`src/rtl/nibble_sequencer.sv`:
```
// Fetch/decode/execute control unit for the 4-bit accumulator datapath.
// Define SEQ_SINGLE_STEP_EN to add the step input (one instruction per pulse).
module nibble_sequencer #(
  parameter int AW = 8
) (
  input  logic          clk,
  input  logic          resetA,
`ifdef SEQ_SINGLE_STEP_EN
  input  logic          step,
`endif
  output logic [AW-1:0] rom_addr,
  input  logic [7:0]    rom_data,
  input  logic          CARRY,
  input  logic          ZERO,
  output logic [2:0]    F,
  output logic [3:0]    OPRND,
  output logic          enableA,
  output logic          enableB1,
  output logic          enableB2,
  output logic          halted
);

  localparam logic [3:0] OP_LIT  = 4'h1;
  localparam logic [3:0] OP_SUB  = 4'h2;
  localparam logic [3:0] OP_ADD  = 4'h3;
  localparam logic [3:0] OP_NAND = 4'h4;
  localparam logic [3:0] OP_OUT  = 4'h5;
  localparam logic [3:0] OP_JMP  = 4'h6;
  localparam logic [3:0] OP_JC   = 4'h7;
  localparam logic [3:0] OP_JNZ  = 4'h8;
  localparam logic [3:0] OP_HALT = 4'h9;

  localparam logic [2:0] FN_OUT  = 3'b000;
  localparam logic [2:0] FN_SUB  = 3'b001;
  localparam logic [2:0] FN_LIT  = 3'b010;
  localparam logic [2:0] FN_ADD  = 3'b011;
  localparam logic [2:0] FN_NAND = 3'b100;

  typedef enum logic [2:0] {
    S_FETCH,
    S_DECODE,
    S_EXEC,
    S_JADDR,
    S_JLOAD,
    S_HALT
  } state_t;

  state_t        state;
  state_t        state_nxt;
  logic [AW-1:0] pc;
  logic [AW-1:0] pc_nxt;
  logic [AW-1:0] pc_inc;
  logic [3:0]    ir;
  logic [3:0]    ir_nxt;
  logic [2:0]    f_nxt;
  logic [3:0]    oprnd_nxt;
  logic [3:0]    op_d;
  logic          jump_d;
  logic          alu_x;
  logic          take;
  logic          go;

`ifdef SEQ_SINGLE_STEP_EN
  assign go = step;
`else
  assign go = 1'b1;
`endif

  assign rom_addr = pc;
  assign pc_inc   = pc + AW'(1);
  assign op_d     = rom_data[7:4];
  assign jump_d   = op_d inside {OP_JMP, OP_JC, OP_JNZ};
  assign alu_x    = ir inside {OP_LIT, OP_SUB, OP_ADD, OP_NAND};

  // Opcodes without an ALU function leave F untouched.
  function automatic logic [2:0] alu_f(
    input logic [3:0] op,
    input logic [2:0] held
  );
    unique case (op)
      OP_LIT:  return FN_LIT;
      OP_SUB:  return FN_SUB;
      OP_ADD:  return FN_ADD;
      OP_NAND: return FN_NAND;
      OP_OUT:  return FN_OUT;
      default: return held;
    endcase
  endfunction

  always_comb begin
    take = 1'b0;
    unique case (1'b1)
      (ir == OP_JMP): take = 1'b1;
      (ir == OP_JC):  take = CARRY;
      (ir == OP_JNZ): take = !ZERO;
      default:        take = 1'b0;
    endcase
  end

  always_comb begin
    state_nxt = state;
    pc_nxt    = pc;
    ir_nxt    = ir;
    f_nxt     = F;
    oprnd_nxt = OPRND;
    enableA   = 1'b0;
    enableB1  = 1'b0;
    enableB2  = 1'b0;
    halted    = 1'b0;
    unique case (state)
      S_FETCH: begin
        if (go) state_nxt = S_DECODE;
      end
      S_DECODE: begin
        ir_nxt = op_d;
        pc_nxt = pc_inc;
        unique case (1'b1)
          jump_d:
            state_nxt = S_JADDR;
          (op_d == OP_HALT):
            state_nxt = S_HALT;
          default: begin
            state_nxt = S_EXEC;
            oprnd_nxt = rom_data[3:0];
            f_nxt     = alu_f(op_d, F);
          end
        endcase
      end
      S_EXEC: begin
        enableA   = alu_x;
        enableB1  = alu_x;
        enableB2  = (ir == OP_OUT);
        state_nxt = S_FETCH;
      end
      S_JADDR: begin
        state_nxt = S_JLOAD;
      end
      S_JLOAD: begin
        // Not taken: skip over the target byte.
        pc_nxt    = take ? rom_data[AW-1:0] : pc_inc;
        state_nxt = S_FETCH;
      end
      S_HALT: begin
        halted = 1'b1;
      end
      default: begin
        state_nxt = S_FETCH;
      end
    endcase
  end

  always_ff @(posedge clk) begin
    if (!resetA) begin
      state <= S_FETCH;
      pc    <= '0;
      ir    <= '0;
      F     <= '0;
      OPRND <= '0;
    end else begin
      state <= state_nxt;
      pc    <= pc_nxt;
      ir    <= ir_nxt;
      F     <= f_nxt;
      OPRND <= oprnd_nxt;
    end
  end

endmodule

```
`config.mk`:
```
export PLATFORM = sky130hd
export DESIGN_NAME = nibble_sequencer
export DESIGN_NICKNAME = d
export VERILOG_FILES = /design/src/rtl/nibble_sequencer.sv
export SDC_FILE = /design/constraint.sdc
export NUM_CORES = 1
export LEC_CHECK = 0
export CORE_UTILIZATION = 52
export CTS_CLUSTER_DIAMETER = 120
export CTS_CLUSTER_SIZE = 30
export DETAILED_ROUTE_END_ITERATION = 10
export GPL_ROUTABILITY_DRIVEN = 0
export PLACE_DENSITY = 0.91
export SYNTH_ARGS = -nofsm -noshare
export SYNTH_HDL_FRONTEND = slang
export SYNTH_SLANG_ARGS = --single-unit
```
`constraint.sdc`:
```
create_clock -name clk -period 2.5 [get_ports clk]
set_input_delay 0.625 -clock clk [delete_from_list [all_inputs] [get_ports clk]]
set_output_delay 0.625 -clock clk [all_outputs]
set_load 0.02 [all_outputs]
```
# == Yosys cells after proc, flatten, opt, wreduce, memory -nomap -nowiden ==
# Cells that the tools add are included.
# W data, S select, Z words.
# op_classes
n_mux,9
n_eq_ne,22
reduce_logical,9
n_bitwise,1
addsub,1
# op_table
cell,count
$eq A4 B3 Y1 const B,8
$eq A4 B2 Y1 const B,4
$pmux W8 S2,1
$pmux W3 S5,1
$eq A4 B4 Y1 const B,3
$pmux W3 S4,1
$add A8 B1 Y8 const B,1
$eq A4 B1 Y1 const B,2
$mux W8,1
$eq A3 B2 Y1 const B,2
$eq A3 B3 Y1 const B,2
$pmux W3 S2,1
$reduce_bool A5 Y1,1
$reduce_bool A4 Y1,1
$eq A3 B1 Y1 const B,1
$logic_not A3 Y1,1
$mux W1,3
$pmux W1 S3,1
$reduce_and A3 Y1,1
$reduce_bool A3 Y1,1
$reduce_and A2 Y1,1
$reduce_bool A2 Y1,1
$reduce_or A2 Y1,1
$logic_not A1 Y1,1
$not A1 Y1,1
# totals
in_bits,12
wordCells,47
regBits,22

# == Longest topological paths before layout ==
# Gate-level depths: netlist of the first run.
# logic_depth
ltp_word,5
ltp_mapped,5
mapped_depth_nobuf,5

# == Worst setup path after synthesis of the first run ==
# No wires, ideal clock.
# synth_timing
kind,reg2out
from,register state[1]
to,output enableB1
n_path_buf,1
arrival_ps,1483
slack_ps,392
required_ps,1875
path_stages_with_launch,5
cell_sequence,dfxtp_1 inv_1 or4_1 nor2_1 buf_4
# synth_between
elab_chain_cells,2
# synth_rtl
item,line,text
start: declaration,48,state_t state;
start signal: assignment,160,state <= state_nxt;
$eq A3 B2 Y1,-,
$mux W1,-,
end: declaration,18,"output logic enableB1,"
# No other way between the ends.

# == Worst setup path in the final report of the first run ==
# layout_timing
from,register state[1]
to,output enableB2
# layout_between
elab_chain_cells,2
# layout_rtl
item,line,text
$eq A3 B2 Y1,110,unique case (state)
$mux W1,110,
end: declaration,19,"output logic enableB2,"
# No other way between the ends.

==> results.sh, run 1 <==
export IMPL_placement_io_buffers=30
export IMPL_status="completed"
export IMPL_synth_warning_count=0
export IMPL_final_report_hold_violation_count=0
export IMPL_io_pins=31
export IMPL_syn_instance_count=140
export IMPL_synth_seq_cells=22
export IMPL_crit_path_capture_type="output port"
export IMPL_antenna_found_initial=0
export IMPL_synth_async_reset_ratio=0
export IMPL_worst_skew_pair_late_latency_ns=0.33
export IMPL_synth_cell_area_mm2=0.00122
export IMPL_syn_avg_cell_area_um2=8.71
export IMPL_clockBufferDepth=2
export IMPL_vias=1199
export IMPL_critPathLaunch="state[1]"
export IMPL_worst_r2r_cell_count=5
export IMPL_setup_total_negative_slack_ns=0
export IMPL_pwr_density_cell_mw_per_mm2=557
export IMPL_skew_ns=0.0103
export IMPL_timing_hold_worst_endpoint="F[0]"
export IMPL_timing_rr_end="rom_addr[6]"
export IMPL_postSynthNetCount=153
export IMPL_cts_buffer_count=3
export IMPL_initial_core_util=0.551
export IMPL_drtPass1Iterations=4
export IMPL_dp_hpwl_um=2340
export IMPL_critical_path_max_stage_delay_ns=0.53
export IMPL_chip_height_um=50.4
export IMPL_holdPathStages=2
export IMPL_placed_cells_incl_taps=194
export IMPL_count_of_nets_left_with_antenna_violations_after_detail_routing=0
export IMPL_register_to_register_path_setup_slack_ns=0.65
export IMPL_grtUsageTotal=0.269
export IMPL_die_w_um=50.4
export IMPL_critPathMaxFanout=4
export IMPL_path_clk_slew_ns=0.13
export IMPL_slowest_stage="sky130_fd_sc_hd__or4_1"
export IMPL_worst_hold_slack_ns=0.490
export IMPL_rows=17
export IMPL_fin_nets=184
export IMPL_antenna_cells_inserted=0
export IMPL_timing_hold_worst_start="F[0]"
export IMPL_worst_slew_margin_rel=0.560
export IMPL_grt_setup_unrepaired="false"
export IMPL_post_route_drc_count=0
export IMPL_grt_pass1_vias=1137
export IMPL_number_of_sinks_on_the_clock_net=22
export IMPL_drv_cap=0
export IMPL_reg2reg_start="state[2]"
export IMPL_cts_root_buf="sky130_fd_sc_hd__clkbuf_4"
export IMPL_p_leak_nw=0.555
export IMPL_tightest_slew_ns=0.655
export IMPL_grt_start_max_net_pins=21
export IMPL_max_vdd_ir_drop_mv=0.421
export IMPL_synth_enable_flop_cells=0
export IMPL_drive_gt1_frac=0.0882
export IMPL_ys_types=44
export IMPL_first_pass_grt_wire_length_um=5010
export IMPL_floorplan_core_area_mm2=0.00221
export IMPL_crit_type="reg2out"
export IMPL_crit_arrival_ns=1.79
export IMPL_die_area_mm2=0.00254
export IMPL_synthToLayoutAreaGrowth_pct=31.1
export IMPL_timing_final_crit_period_ns=2.42
export IMPL_layoutNonFillerInstCount=198
export IMPL_timing_final_max_slew_violations=0
export IMPL_min_period_over_period=0.967
export IMPL_required_time_at_the_endpoint_of_the_critical_path_ns=1.88
export IMPL_setup_viol=0
export IMPL_worstPathCellList="inv_1, or4_1, nor3_1, clkdlybuf4s15_1"
export IMPL_routed_len_inst_um=15.9
export IMPL_postCtsHoldBufs=0
export IMPL_cts_htree_levels=1
export IMPL_achievable_frequency_ghz=0.414
export IMPL_grt_overflow_total=0
export IMPL_synth_yosys_seq_area_share=0.361
export IMPL_first_iter_violations=22
export IMPL_viasPerCell=6.06
export IMPL_critPathLaunchType="flop"
export IMPL_tritoncts_clock_tree="yes"
export IMPL_design_power_total_uw=891
export IMPL_most_used_flip_flop_cell_after_synthesis="sky130_fd_sc_hd__dfxtp_1"
export IMPL_postRouteWirelength_um=3160
export IMPL_worst_hold_path_type="reg2reg"
==> state kept, by name, indices dropped and copies added, names as in the netlist <==
| name | cells |
|---|---|
| F | 3 |
| OPRND | 4 |
| ir | 4 |
| rom_addr | 8 |
| state | 3 |
==> cells in the final DEF, fill, tap and decap left out, drive strengths merged, types with 2 or more instances in the layout <==
| master | count |
|---|---|
| nand3 | 5 |
| dlygate4sd2 | 2 |
| a31oi | 4 |
| nor3b | 4 |
| dfxtp | 22 |
| mux2i | 8 |
| buf | 4 |
| xnor2 | 4 |
| a211o | 3 |
| a21oi | 5 |
| o2111ai | 2 |
| o22ai | 2 |
| a211oi | 5 |
| o21ai | 5 |
| nor2b | 3 |
| clkbuf | 3 |
| a2111oi | 2 |
| and3 | 3 |
| a32oi | 3 |
| nand2 | 10 |
| nor4 | 3 |
| nor3 | 4 |
| inv | 5 |
| nor2 | 15 |
| clkdlybuf4s50 | 27 |
==> cells in the mapped netlist (all sizes together), types with 2 or more instances <==
library cell  number  share of area
dfxtp             22           0.36
a21oi              5          0.021
mux2i              8          0.066
a211o              3          0.022
a31oi              4          0.021
o21ai              5          0.021
and3               3          0.015
inv                5          0.015
nor2              15          0.046
clkbuf             3         0.0092
a2111oi            2          0.014
nor4               3          0.015
nand3              5          0.021
o22ai              2          0.022
o2111ai            2          0.014
nor3               4          0.016
xnor2              4          0.029
a32oi              3          0.022
nor2b              3          0.015
buf                5          0.021
nand2             10          0.033
a211oi             5          0.031
nor3b              4          0.034
==> layer usage <==
layer / track usage / vias to the layer above / wire length (µm)
met2: 0.473 / 47 / 1550
li1: - / 579 / -
met3: 0.0394 / 7 / 193
met1: 0.321 / 566 / 1340
met5: 0 / - / 0
met4: 0.120 / 0 / 69
==> critical path, delay by kind of cell (launching register included) <==
family / cells / cell delay (ns)
flip-flops: 1 / 0.35
AND/OR/NAND/NOR: 2 / 0.73
buffers and inverters: 2 / 0.40
==> power breakdown <==
group          total, mW  internal, mW  switching (mW)  leakage [nW]
logic              0.211        0.0964           0.115         0.348
registers          0.397         0.373          0.0239         0.179
clock network      0.282         0.162           0.120        0.0279
==> how the worst max path moves through the flow <==
stage / end / slack, ns / depth (start not counted)
CTS: enableB2 / 0.08 / 4
finish: enableB2 / 0.08 / 4
detailed placement: enableB2 / 0.16 / 4
global placement: enableB2 / 0.20 / 4
floorplan: enableB1 / 0.39 / 4
global route: enableB2 / 0.01 / 4
==> what timing repair did <==
action                     CTS  global route
resized for setup            3             1
setup endpoints to repair    3             1
setup buffers                0             0
==> per-stage QoR <==
step | util | worst slack [ns] | cell area, µm²
after global routing | 0.723 | 0.0143 | 1600
after detailed placement | 0.700 | 0.157 | 1550
after global placement | 0.700 | 0.195 | 1550
final | 0.723 | 0.0822 | 1600
after floorplan | - | 0.392 | 1220
after CTS | 0.722 | 0.0780 | 1600
==> cells by family after synthesis <==
logic type,Yosys count,share of synthesized area
xor gates and xnor gates,5,0.0359
adders and majority gates,1,0.0103
DFF,22,0.361
and+or+nand+nor,57,0.265
buffers and inverters,13,0.0451
muxes,8,0.0656
AOI/OAI and AO/OA,34,0.217
==> final cells by class <==
cell class | instances | area (µm²)
clock buffers | 3 | 22.5
inverters | 5 | 18.8
flip-flops and latches | 22 | 440
well taps | 28 | 35.0
clock inverters | 1 | 30.0
fillers | 176 | 613
repair buffers | 34 | 328
multi-input cells | 105 | 724
(Power assumes the default switching activity.)
==> run 2, diff against run 1 <==
CORE_UTILIZATION = 43   (was 52)
GPL_TIMING_DRIVEN = 0   (was unset)
PLACE_DENSITY = 0.81   (was 0.91)
clock period = 2.2 ns   (was 2.5 ns; I/O delays follow)
==> results.sh, run 2 (synthesized netlist as in run 1, its figures left out) <==
export IMPL_clockBufferDepth=2
export IMPL_placed_cells_incl_taps=199
export IMPL_min_period_over_period=0.973
export IMPL_required_time_at_the_endpoint_of_the_critical_path_ns=1.65
export IMPL_grt_overflow_total=0
export IMPL_cts_htree_levels=1
export IMPL_p_leak_nw=0.550
export IMPL_postLayoutSetupSlackWorst_ns=0.0588
export IMPL_die_area_mm2=0.00305
export IMPL_largest_reg_flops=8
export IMPL_first_iter_violations=26
export IMPL_initial_core_util=0.475
export IMPL_io_pins=31
export IMPL_p_sw_uw=288
export IMPL_count_of_nets_left_with_antenna_violations_after_detail_routing=0
export IMPL_power_clock_fraction=0.310
export IMPL_post_route_drc_count=0
export IMPL_critical_path_max_stage_delay_ns=0.58
export IMPL_layoutNonFillerInstCount=203
export IMPL_floorplan_core_area_mm2=0.00257
export IMPL_postRouteWirelength_um=3150
export IMPL_number_of_sinks_on_the_clock_net=22
export IMPL_pwr_density_cell_mw_per_mm2=625
export IMPL_drtPass1Iterations=4
export IMPL_dp_hpwl_um=2310
export IMPL_vias=1225
export IMPL_final_common_cell="sky130_fd_sc_hd__clkdlybuf4s50_1"
export IMPL_tritoncts_clock_tree="yes"
export IMPL_path_buf_inv=1
export IMPL_routed_len_inst_um=15.5
export IMPL_pwr_share_comb=0.240
export IMPL_achievable_frequency_ghz=0.467
export IMPL_crit_type="reg2out"
export IMPL_setup_total_negative_slack_ns=0
export IMPL_worst_hold_path_type="reg2reg"
export IMPL_worst_slew_margin_rel=0.556
export IMPL_drive_gt1_frac=0.127
export IMPL_tightest_slew_ns=0.661
export IMPL_path_delay_family="simple AND/OR/NAND/NOR gates"
export IMPL_critPathLaunchType="flop"
export IMPL_viasPerCell=6.03
export IMPL_first_pass_grt_wire_length_um=5250
export IMPL_grt_pass1_vias=1182
export IMPL_timing_final_crit_period_ns=2.14
export IMPL_register_to_register_path_setup_slack_ns=0.42
export IMPL_fillCellCount=255
export IMPL_power_sequential_fraction=0.450
export IMPL_placement_io_buffers=29
export IMPL_status="completed"
export IMPL_cts_buffer_count=3
export IMPL_worst_skew_pair_late_latency_ns=0.31
export IMPL_grt_start_max_net_pins=14
export IMPL_skew_ns=0.00758
export IMPL_rows=18
export IMPL_worstPathCellList="or4_4, nor3_2, buf_4"
export IMPL_critPathMaxFanout=6
export IMPL_slowest_stage="sky130_fd_sc_hd__or4_4"
export IMPL_final_report_hold_violation_count=0
export IMPL_top_library_cells_by_usage_in_the_layout_fill_and_taps_aside="sky130_fd_sc_hd__clkdlybuf4s50_1, sky130_fd_sc_hd__dfxtp_1, sky130_fd_sc_hd__nor2_1"
export IMPL_fin_nets=187
export IMPL_drv_cap=0
export IMPL_crit_path_capture_type="output port"
export IMPL_timing_final_max_slew_violations=0
export IMPL_max_vdd_ir_drop_mv=0.409
export IMPL_synthToLayoutAreaGrowth_pct=32.1
export IMPL_p_int_uw=719
export IMPL_antenna_found_initial=0
export IMPL_antenna_cells_inserted=0
export IMPL_cts_root_buf="sky130_fd_sc_hd__clkbuf_4"
export IMPL_path_clk_slew_ns=0.13
export IMPL_setup_viol=0
export IMPL_die_w_um=55.3
export IMPL_swShare=0.286
export IMPL_chip_height_um=55.3
export IMPL_crit_arrival_ns=1.59
export IMPL_post_place_ws_ns=-0.193
export IMPL_grtUsageTotal=0.208
[run 2: cell types whose count changed in the layout (fill, tap and decap cells not counted), moves of 2 or more]
cell	previous run	this run
sky130_fd_sc_hd__clkbuf_1	0	3
sky130_fd_sc_hd__buf_1	0	2
sky130_fd_sc_hd__buf_2	0	2
sky130_fd_sc_hd__dfxtp_1	22	20
sky130_fd_sc_hd__dfxtp_2	0	2
sky130_fd_sc_hd__dlygate4sd2_1	2	0
[run 2: final timing paths]
path / startpoint / end / depth (start not counted)
hold / removal: F[0] / F[0] / 2
setup / recovery: state[0] / enableB2 / 3
hold reg to reg: F[0] / F[0] / 2
setup reg to reg: ir[0] / rom_addr[2] / 4
[run 2: power by group through the flow]
| stage | Sequential, mW | Clock [mW] | Combinational [mW] |
|---|---|---|---|
| finish | 0.454 | 0.312 | 0.241 |
| global route | 0.459 | 0.329 | 0.262 |
| CTS | 0.454 | 0.316 | 0.237 |
| detailed placement | 0.460 | 0 | 0.234 |
| global placement | 0.459 | 0 | 0.228 |
| floorplan | 0.472 | 0 | 0.133 |
[run 2: worst min-delay path, delay by kind of cell, from the launching register on]
family | cells | cell delay, ns
flip-flops | 1 | 0.34
AO/OA/AOI/OAI | 1 | 0.05
AND/OR/NAND/NOR | 1 | 0.06
[run 2: repair_timing]
action                                 in CTS  in global routing
endpoints found under the hold margin       0                  0
setup buffers                               1                  0
hold buffers                                0                  0
setup endpoints to repair                   4                  2
resized for setup                          17                  4
pin swaps                                   0                  2
[run 2: per-layer routing]
layer	vias up	track usage	part of all wire
li1	587	-	-
met1	585	0.254	0.44
met2	49	0.361	0.49
met3	4	0.0351	0.053
met4	0	0.0786	0.0095
met5	-	0	0
[run 2: metrics by stage]
stage | total power, mW | util | area [µm²] | hold slack (ns)
3_5_place_dp | 0.695 | 0.603 | 1550 | 0.464
6_report | 1.01 | 0.628 | 1610 | 0.482
3_3_place_gp | 0.687 | 0.603 | 1550 | 0.457
5_1_grt | 1.05 | 0.628 | 1610 | 0.503
4_1_cts | 1.01 | 0.622 | 1600 | 0.483
2_1_floorplan | 0.605 | - | 1220 | 0.481
[run 2: layout make-up]
cell class	instances	area [µm²]	share of cell area
Inverter	5	18.8	0.0116
Tap cell	30	37.5	0.0233
Sequential cell	22	443	0.275
Timing Repair Buffer	30	288	0.179
Clock buffer	3	22.5	0.0140
Buffer	7	31.3	0.0194
Multi-Input combinational cell	105	741	0.460
Clock inverter	1	30.0	0.0186
